**src/rtl/alu_pkg.sv**
```systemverilog
// Shared definitions for the 4-bit ALU interface: default widths, opcode
// constants and the command-driver state encoding.
package alu_pkg;

  localparam int ALU_WIDTH = 4;
  localparam int ALU_OPW   = 3;

  localparam logic [ALU_OPW-1:0] OP_ADD = 3'b000;
  localparam logic [ALU_OPW-1:0] OP_SUB = 3'b001;
  localparam logic [ALU_OPW-1:0] OP_AND = 3'b010;
  localparam logic [ALU_OPW-1:0] OP_OR  = 3'b011;

  typedef enum logic [1:0] {
    IDLE  = 2'd0,
    DRIVE = 2'd1,
    RESP  = 2'd2
  } drv_state_t;

endpackage

```
**src/rtl/alu_cmd_driver.sv**
```systemverilog
// Command-to-ALU initiator: registers a command onto the ALU inputs, waits a
// settle interval, then returns the sampled result over a valid/ready channel.
module alu_cmd_driver
  import alu_pkg::*;
#(
  parameter int WIDTH         = ALU_WIDTH,
  parameter int OPW           = ALU_OPW,
  parameter int SETTLE_CYCLES = 2,
  parameter int MAX_OPCODE    = 3,
  parameter int CNT_W         = 8
) (
  input  logic             clk,
  input  logic             reset,
  input  logic             cmd_valid,
  output logic             cmd_ready,
  input  logic [OPW-1:0]   cmd_opcode,
  input  logic [WIDTH-1:0] cmd_a,
  input  logic [WIDTH-1:0] cmd_b,
  output logic [WIDTH-1:0] alu_opperand_1,
  output logic [WIDTH-1:0] alu_opperand_2,
  output logic [OPW-1:0]   alu_opcode,
  input  logic [WIDTH-1:0] alu_result,
  output logic             rsp_valid,
  input  logic             rsp_ready,
  output logic [WIDTH-1:0] rsp_result,
  output logic [OPW-1:0]   rsp_opcode,
  output logic             rsp_err,
  output logic             busy,
  output logic [CNT_W-1:0] op_count
);

  localparam int SET_W = (SETTLE_CYCLES > 1) ? $clog2(SETTLE_CYCLES) : 1;
  localparam logic [SET_W-1:0] SETTLE_LOAD = SET_W'(SETTLE_CYCLES - 1);
  localparam logic [OPW-1:0]   MAX_OP      = OPW'(MAX_OPCODE);

  drv_state_t       state_q;
  logic [SET_W-1:0] settle_q;
  logic [WIDTH-1:0] opnd1_q;
  logic [WIDTH-1:0] opnd2_q;
  logic [OPW-1:0]   aluop_q;
  logic             rsp_valid_q;
  logic [WIDTH-1:0] rsp_result_q;
  logic [OPW-1:0]   rsp_opcode_q;
  logic             rsp_err_q;
  logic [CNT_W-1:0] op_count_q;

  // Illegal opcodes skip the ALU entirely and answer with an error on the accept edge.
  always_ff @(posedge clk or posedge reset) begin
    if (reset) begin
      state_q      <= IDLE;
      settle_q     <= '0;
      opnd1_q      <= '0;
      opnd2_q      <= '0;
      aluop_q      <= '0;
      rsp_valid_q  <= 1'b0;
      rsp_result_q <= '0;
      rsp_opcode_q <= '0;
      rsp_err_q    <= 1'b0;
      op_count_q   <= '0;
    end else begin
      case (state_q)
        IDLE: begin
          if (cmd_valid) begin
            rsp_opcode_q <= cmd_opcode;
            if (cmd_opcode <= MAX_OP) begin
              opnd1_q  <= cmd_a;
              opnd2_q  <= cmd_b;
              aluop_q  <= cmd_opcode;
              settle_q <= SETTLE_LOAD;
              state_q  <= DRIVE;
            end else begin
              rsp_result_q <= '0;
              rsp_err_q    <= 1'b1;
              rsp_valid_q  <= 1'b1;
              state_q      <= RESP;
            end
          end
        end
        DRIVE: begin
          if (settle_q == '0) begin
            rsp_result_q <= alu_result;
            rsp_err_q    <= 1'b0;
            rsp_valid_q  <= 1'b1;
            state_q      <= RESP;
          end else begin
            settle_q <= settle_q - SET_W'(1);
          end
        end
        RESP: begin
          if (rsp_ready) begin
            rsp_valid_q <= 1'b0;
            op_count_q  <= op_count_q + CNT_W'(1);
            state_q     <= IDLE;
          end
        end
        default: state_q <= IDLE;
      endcase
    end
  end

  assign cmd_ready      = (state_q == IDLE) && !reset;
  assign busy           = (state_q != IDLE);
  assign alu_opperand_1 = opnd1_q;
  assign alu_opperand_2 = opnd2_q;
  assign alu_opcode     = aluop_q;
  assign rsp_valid      = rsp_valid_q;
  assign rsp_result     = rsp_result_q;
  assign rsp_opcode     = rsp_opcode_q;
  assign rsp_err        = rsp_err_q;
  assign op_count       = op_count_q;

endmodule
```
**config.mk**
```make
export PLATFORM = sky130hd
export DESIGN_NAME = alu_cmd_driver
export DESIGN_NICKNAME = d
export VERILOG_FILES = /design/src/rtl/alu_pkg.sv /design/src/rtl/alu_cmd_driver.sv
export SDC_FILE = /design/constraint.sdc
export NUM_CORES = 1
export LEC_CHECK = 0
export ABC_AREA = 1
export CAP_MARGIN = 10
export CORE_MARGIN = 5
export CORE_UTILIZATION = 39
export CTS_CLUSTER_DIAMETER = 60
export CTS_CLUSTER_SIZE = 8
export DETAILED_ROUTE_END_ITERATION = 8
export PLACE_DENSITY = 0.8
export SLEW_MARGIN = 20
export SYNTH_ARGS = -nofsm -noshare
export SYNTH_HDL_FRONTEND = slang
export SYNTH_SLANG_ARGS = --single-unit
```
**constraint.sdc**
```tcl
create_clock -name clk -period 1.07 [get_ports clk]
set_input_delay 0.214 -clock clk [delete_from_list [all_inputs] [get_ports clk]]
set_output_delay 0.214 -clock clk [all_outputs]
set_load 0.01 [all_outputs]
```
Yosys cells after proc, flatten, opt, wreduce, memory -nomap -nowiden
Index checks and enable logic that the tools add are counted.
W data, S select, Z words.
{"block": "op_classes", "add_sub_neg": 2, "magnitude_cmp": 1, "n_eq_ne": 7, "muxes": 20, "n_reduce_logical": 13}
{"cell": "$mux W4", "count": 3}
{"cell": "$ne A2 B2 Y1 const B", "count": 5}
{"cell": "$reduce_and A3 Y1", "count": 3}
{"cell": "$add A8 B1 Y8 const B", "count": 1}
{"cell": "$mux W1", "count": 8}
{"cell": "$mux W2", "count": 4}
{"cell": "$pmux W4 S2", "count": 1}
{"cell": "$pmux W2 S3", "count": 1}
{"cell": "$reduce_and A5 Y1", "count": 1}
{"cell": "$pmux W1 S2", "count": 2}
{"cell": "$reduce_and A2 Y1", "count": 2}
{"cell": "$reduce_and A4 Y1", "count": 1}
{"cell": "$reduce_bool A2 Y1", "count": 2}
{"cell": "$le A3 B2 Y1 const B", "count": 1}
{"cell": "$pmux W1 S3", "count": 1}
{"cell": "$reduce_bool A3 Y1", "count": 1}
{"cell": "$eq A2 B1 Y1 const B", "count": 1}
{"cell": "$eq A2 B2 Y1 const B", "count": 1}
{"cell": "$logic_not A2 Y1", "count": 1}
{"cell": "$logic_and A1 B1 Y1", "count": 1}
{"cell": "$logic_not A1 Y1", "count": 1}
{"cell": "$sub A1 B1 Y1 const B", "count": 1}
{"block": "totals", "reg_bits": 31, "output_inout_bits": 30}

Longest topological paths before layout
{"block": "depth", "word_depth": 4, "depth_mapped": 7, "depth_no_buf": 7}

Worst setup path after synthesis
OpenSTA, ideal clock, no wires.
{"block": "synth_path", "kind": "reg2out", "startpoint": "register state_q[1]", "endpoint": "output port cmd_ready", "t_arrival_ps": 946, "t_required_ps": 856, "slack_ps": -90, "path_stages_with_launch": 4, "n_path_buf": 0, "path_cell_list": "dfrtp_1 -> nor2_2 -> inv_1 -> nor2_1"}
{"block": "synth_between", "elab_chain_len": 2}
{"element": "start: declaration", "line_no": "alu_cmd_driver.sv:36", "text": "drv_state_t state_q;"}
{"element": "start signal: assignment", "line_no": "alu_cmd_driver.sv:50", "text": "state_q <= IDLE;"}
{"element": "start signal: assignment", "line_no": "alu_cmd_driver.sv:70", "text": "state_q <= DRIVE;"}
{"element": "start signal: assignment", "line_no": "alu_cmd_driver.sv:75", "text": "state_q <= RESP;"}
{"element": "$logic_not A2 Y1", "line_no": "alu_cmd_driver.sv:101", "text": "assign cmd_ready = (state_q == IDLE) && !reset;"}
{"element": "$logic_and A1 B1 Y1", "line_no": "alu_cmd_driver.sv:101"}
{"element": "end: declaration", "line_no": "alu_cmd_driver.sv:15", "text": "output logic cmd_ready,"}
No other way between the ends.

Final worst setup path
Ends and elaborated chain as after synthesis.

==> flow_metrics.env <==
export IMPL_status="finished, violations left"
export IMPL_violated_checks="negative setup slack"
export IMPL_timing_critical_path_cells="nor2_4 > inv_2 > nor2_2 > buf_2"
export IMPL_initial_core_util_pct=40.3
export IMPL_routed_wirelength_mm=3.79
export IMPL_std_cell_rows=21
export IMPL_htreeDepth=2
export IMPL_report_power_total_mw=6.08
export IMPL_setup_violations=56
export IMPL_max_stage_delay_ns=0.42
export IMPL_cp_end_kind="primary output"
export IMPL_critical_path_top_delay_family="flip-flops"
export IMPL_post_syn_instances=156
export IMPL_reg2reg_to="rsp_result[3]"
export IMPL_synth_largest_area_cell="dfrtp_1"
export IMPL_die_height_um=68.8
export IMPL_finClkSkew_ns=0.00943
export IMPL_synth_cells_most_frequent="nand2_1 (70), dfrtp_1 (31), inv_1 (15)"
export IMPL_io_buffer_count=48
export IMPL_rrSetupSlack_ns=-0.18
export IMPL_drcViolationCount=0
export IMPL_floorplan_die_width_um=68.8
export IMPL_reg2regPathDepth=7
export IMPL_clock_sinks=31
export IMPL_hold_path_class="input port to async pin"
export IMPL_post_synth_cell_area_avg_um2=8.63
export IMPL_clk_pin_slew_worst_paths_ns=0.10
export IMPL_fraction_of_final_layout_cells_with_drive_strength_greater_than_1_pct=46.9
export IMPL_drt_via_density=4.58
export IMPL_postLayoutCoreUtil_pct=70.7
export IMPL_max_buffers_root_to_sink=2
export IMPL_dr_pass1_iters=4
export IMPL_post_route_worst_setup_slack_ns=-0.276
export IMPL_yosys_area_top_type_share_pct=57.6
export IMPL_p_leak_nw=1.26
export IMPL_final_hold_violation_count=0
export IMPL_synth_top_cells_by_area="dfrtp_1 (58%), nand2_1 (20%), inv_1 (4.2%), nand4_1 (2.3%), nor2_1 (2.0%)"
export IMPL_max_slew_margin_rel_pct=84.7
export IMPL_top_level_ports=49
export IMPL_crit_share_post_route_pct=126
export IMPL_yosys_most_used_dff="dfrtp_1"
export IMPL_worst_setup_path_type="register to primary output"
export IMPL_dp_cells=275
export IMPL_cp_endpoint="cmd_ready"
export IMPL_synth_most_common_cell="nand2_1"
export IMPL_postRouteAntennaNets=0
export IMPL_tritoncts="yes"
export IMPL_count_of_flip_flops_with_a_built_in_enable_after_synthesis=0
export IMPL_num_fill_cells=266
export IMPL_antenna_found_initial=0
export IMPL_ys_warnings_count=0
export IMPL_crit_path_max_fanout=2
export IMPL_clk_root_buffer_cell="clkbuf_4"
export IMPL_number_of_global_route_vias_before_repair=1339
export IMPL_worstMarginPinSlew_ns=0.228
export IMPL_synth_to_final_area_change_pct=75.2
export IMPL_worst_setup_path_start_kind="register"
export IMPL_global_route_overflow_total=0
export IMPL_globalplace_congestion=0.782
export IMPL_finish_cell_count_without_fillers=302
export IMPL_vdd_ir_drop_max_mv=1.69
export IMPL_cp_data_required_time_ns=0.86
export IMPL_critical_register_to_register_path_startpoint="state_q[1]"
export IMPL_nets=275
export IMPL_first_iter_violations=83
export IMPL_place_ws_ns=-0.465
export IMPL_design_die_area_mm2=0.00473
export IMPL_synth_async_sr_flop_share_pct=100
export IMPL_rsz_0062_raised_after_global_routing="yes"
export IMPL_grt_start_max_net_pins=17
export IMPL_crit_path_launch="state_q[1]"
export IMPL_coreArea_mm2=0.00334
export IMPL_finalWorstPathRequiredPeriod_ns=1.35
export IMPL_fin_setup_tns_ns=-4.05
export IMPL_worstPathBufferInverterCount=2
export IMPL_max_cap_violations=0
export IMPL_crit_cells=4
export IMPL_dr_total_vias=1384
export IMPL_p_per_area_mw_per_mm2=2580
export IMPL_critical_path_arrival_ns=1.13
export IMPL_insertedDiodeCount=0
export IMPL_slew_viol_final=0
export IMPL_clock_fmax_mhz=743
export IMPL_cts_inserted_buffers=5
export IMPL_synth_seq_cells=31
export IMPL_worst_path_max_delay_cell="dfrtp_1"
export IMPL_gr_usage_all_layers_pct=16.8
export IMPL_synth_sequential_area_ratio_pct=57.6
export IMPL_dpl_hpwl_mm=2.46
export IMPL_yosysUniqueCellTypes=20
export IMPL_grt_pass1_wl_mm=5.74
export IMPL_synth_cell_area_mm2=0.00135
export IMPL_mappedNetlistNets=176
export IMPL_clock_latency_ns=0.34
export IMPL_wire_per_inst_um=12.6
-- cells by family after synthesis --
kind of cell	Yosys count	share of synthesized area, %
xor gates and xnor gates	3	1.95
buffers and inverters	18	5.58
AOI/OAI and AO/OA	8	3.44
and+or+nand+nor	95	30.5
adders and majority gates	1	0.929
DFF	31	57.6
-- area by class of cell --
class | instances | area, um2 | share of cell area (%)
Sequential cell | 31 | 776 | 32.9
Timing Repair Buffer | 91 | 721 | 30.6
Multi-Input combinational cell | 108 | 648 | 27.5
Inverter | 17 | 78.8 | 3.34
Clock buffer | 8 | 68.8 | 2.92
Tap cell | 46 | 57.6 | 2.44
Timing Repair inverter | 1 | 8.76 | 0.371
-- state kept, by name, indices dropped and copies added, names as in the netlist --
signal,count
alu_opperand_2,4
rsp_err,1
settle_q,1
alu_opcode,3
op_count,8
rsp_opcode,3
rsp_valid,1
rsp_result,4
state_q,2
alu_opperand_1,4
-- through the flow --
stage,cell area (um2),hold slack [ns]
after floorplan,1350,0.300
after global placement,2100,0.454
after detailed placement,2100,0.458
after CTS,2200,0.321
after global routing,2360,0.344
final,2360,0.314
-- layout by cell type (no fill, tap or decap), types with 4 or more instances in the layout --
master and instances:
buf_2 28, buf_4 34, buf_6 8, clkbuf_4 5, clkdlybuf4s50_1 18, dfrtp_1 31, inv_1 12, nand2_1 57
nand2_2 12, nand2_4 4, nand3_1 4, nand4_1 5, nor2_2 5, nor2_4 4
-- per-layer routing --
metal  vias up  track usage [%]  routed length, um  part of all wire (%)
met5         -                0                  0                     0
met2        40             29.0               2020                    53
met3         9             6.32                211                   5.6
met4         0             8.03                 84                   2.2
li1        680                -                  -                     -
met1       655             17.9               1480                    39
-- worst min-delay path, cell delays in order --
cell	delay [ns]
clkdlybuf4s50_1	0.45
inv_1	0.17
buf_12	0.18
-- worst min-delay path by stage --
stage | from | end | cells past startpoint
2_1_floorplan | rsp_ready | state_q[1] | 1
3_3_place_gp | rsp_result[1] | rsp_result[1] | 2
5_1_grt | reset | op_count[1] | 3
4_1_cts | reset | op_count[1] | 3
6_report | reset | state_q[1] | 3
3_5_place_dp | rsp_result[1] | rsp_result[1] | 2
-- report_power, final --
group | switching, mW | internal (mW) | total [mW] | leakage, nW
sequential | 0.281 | 1.66 | 1.94 | 0.394
combinational | 1.69 | 1.66 | 3.34 | 0.826
clock | 0.415 | 0.386 | 0.801 | 0.0386
total | 2.38 | 3.70 | 6.08 | 1.26
-- timing repair --
item,in CTS,in global routing
endpoints found under the hold margin,0,0
cloned,1,1
endpoints found under the setup margin,58,61
setup buffers,11,10
resized for setup,144,33
pin swaps,4,14
hold buffers,0,0
No activity file was read; power rests on OpenSTA's default activity.
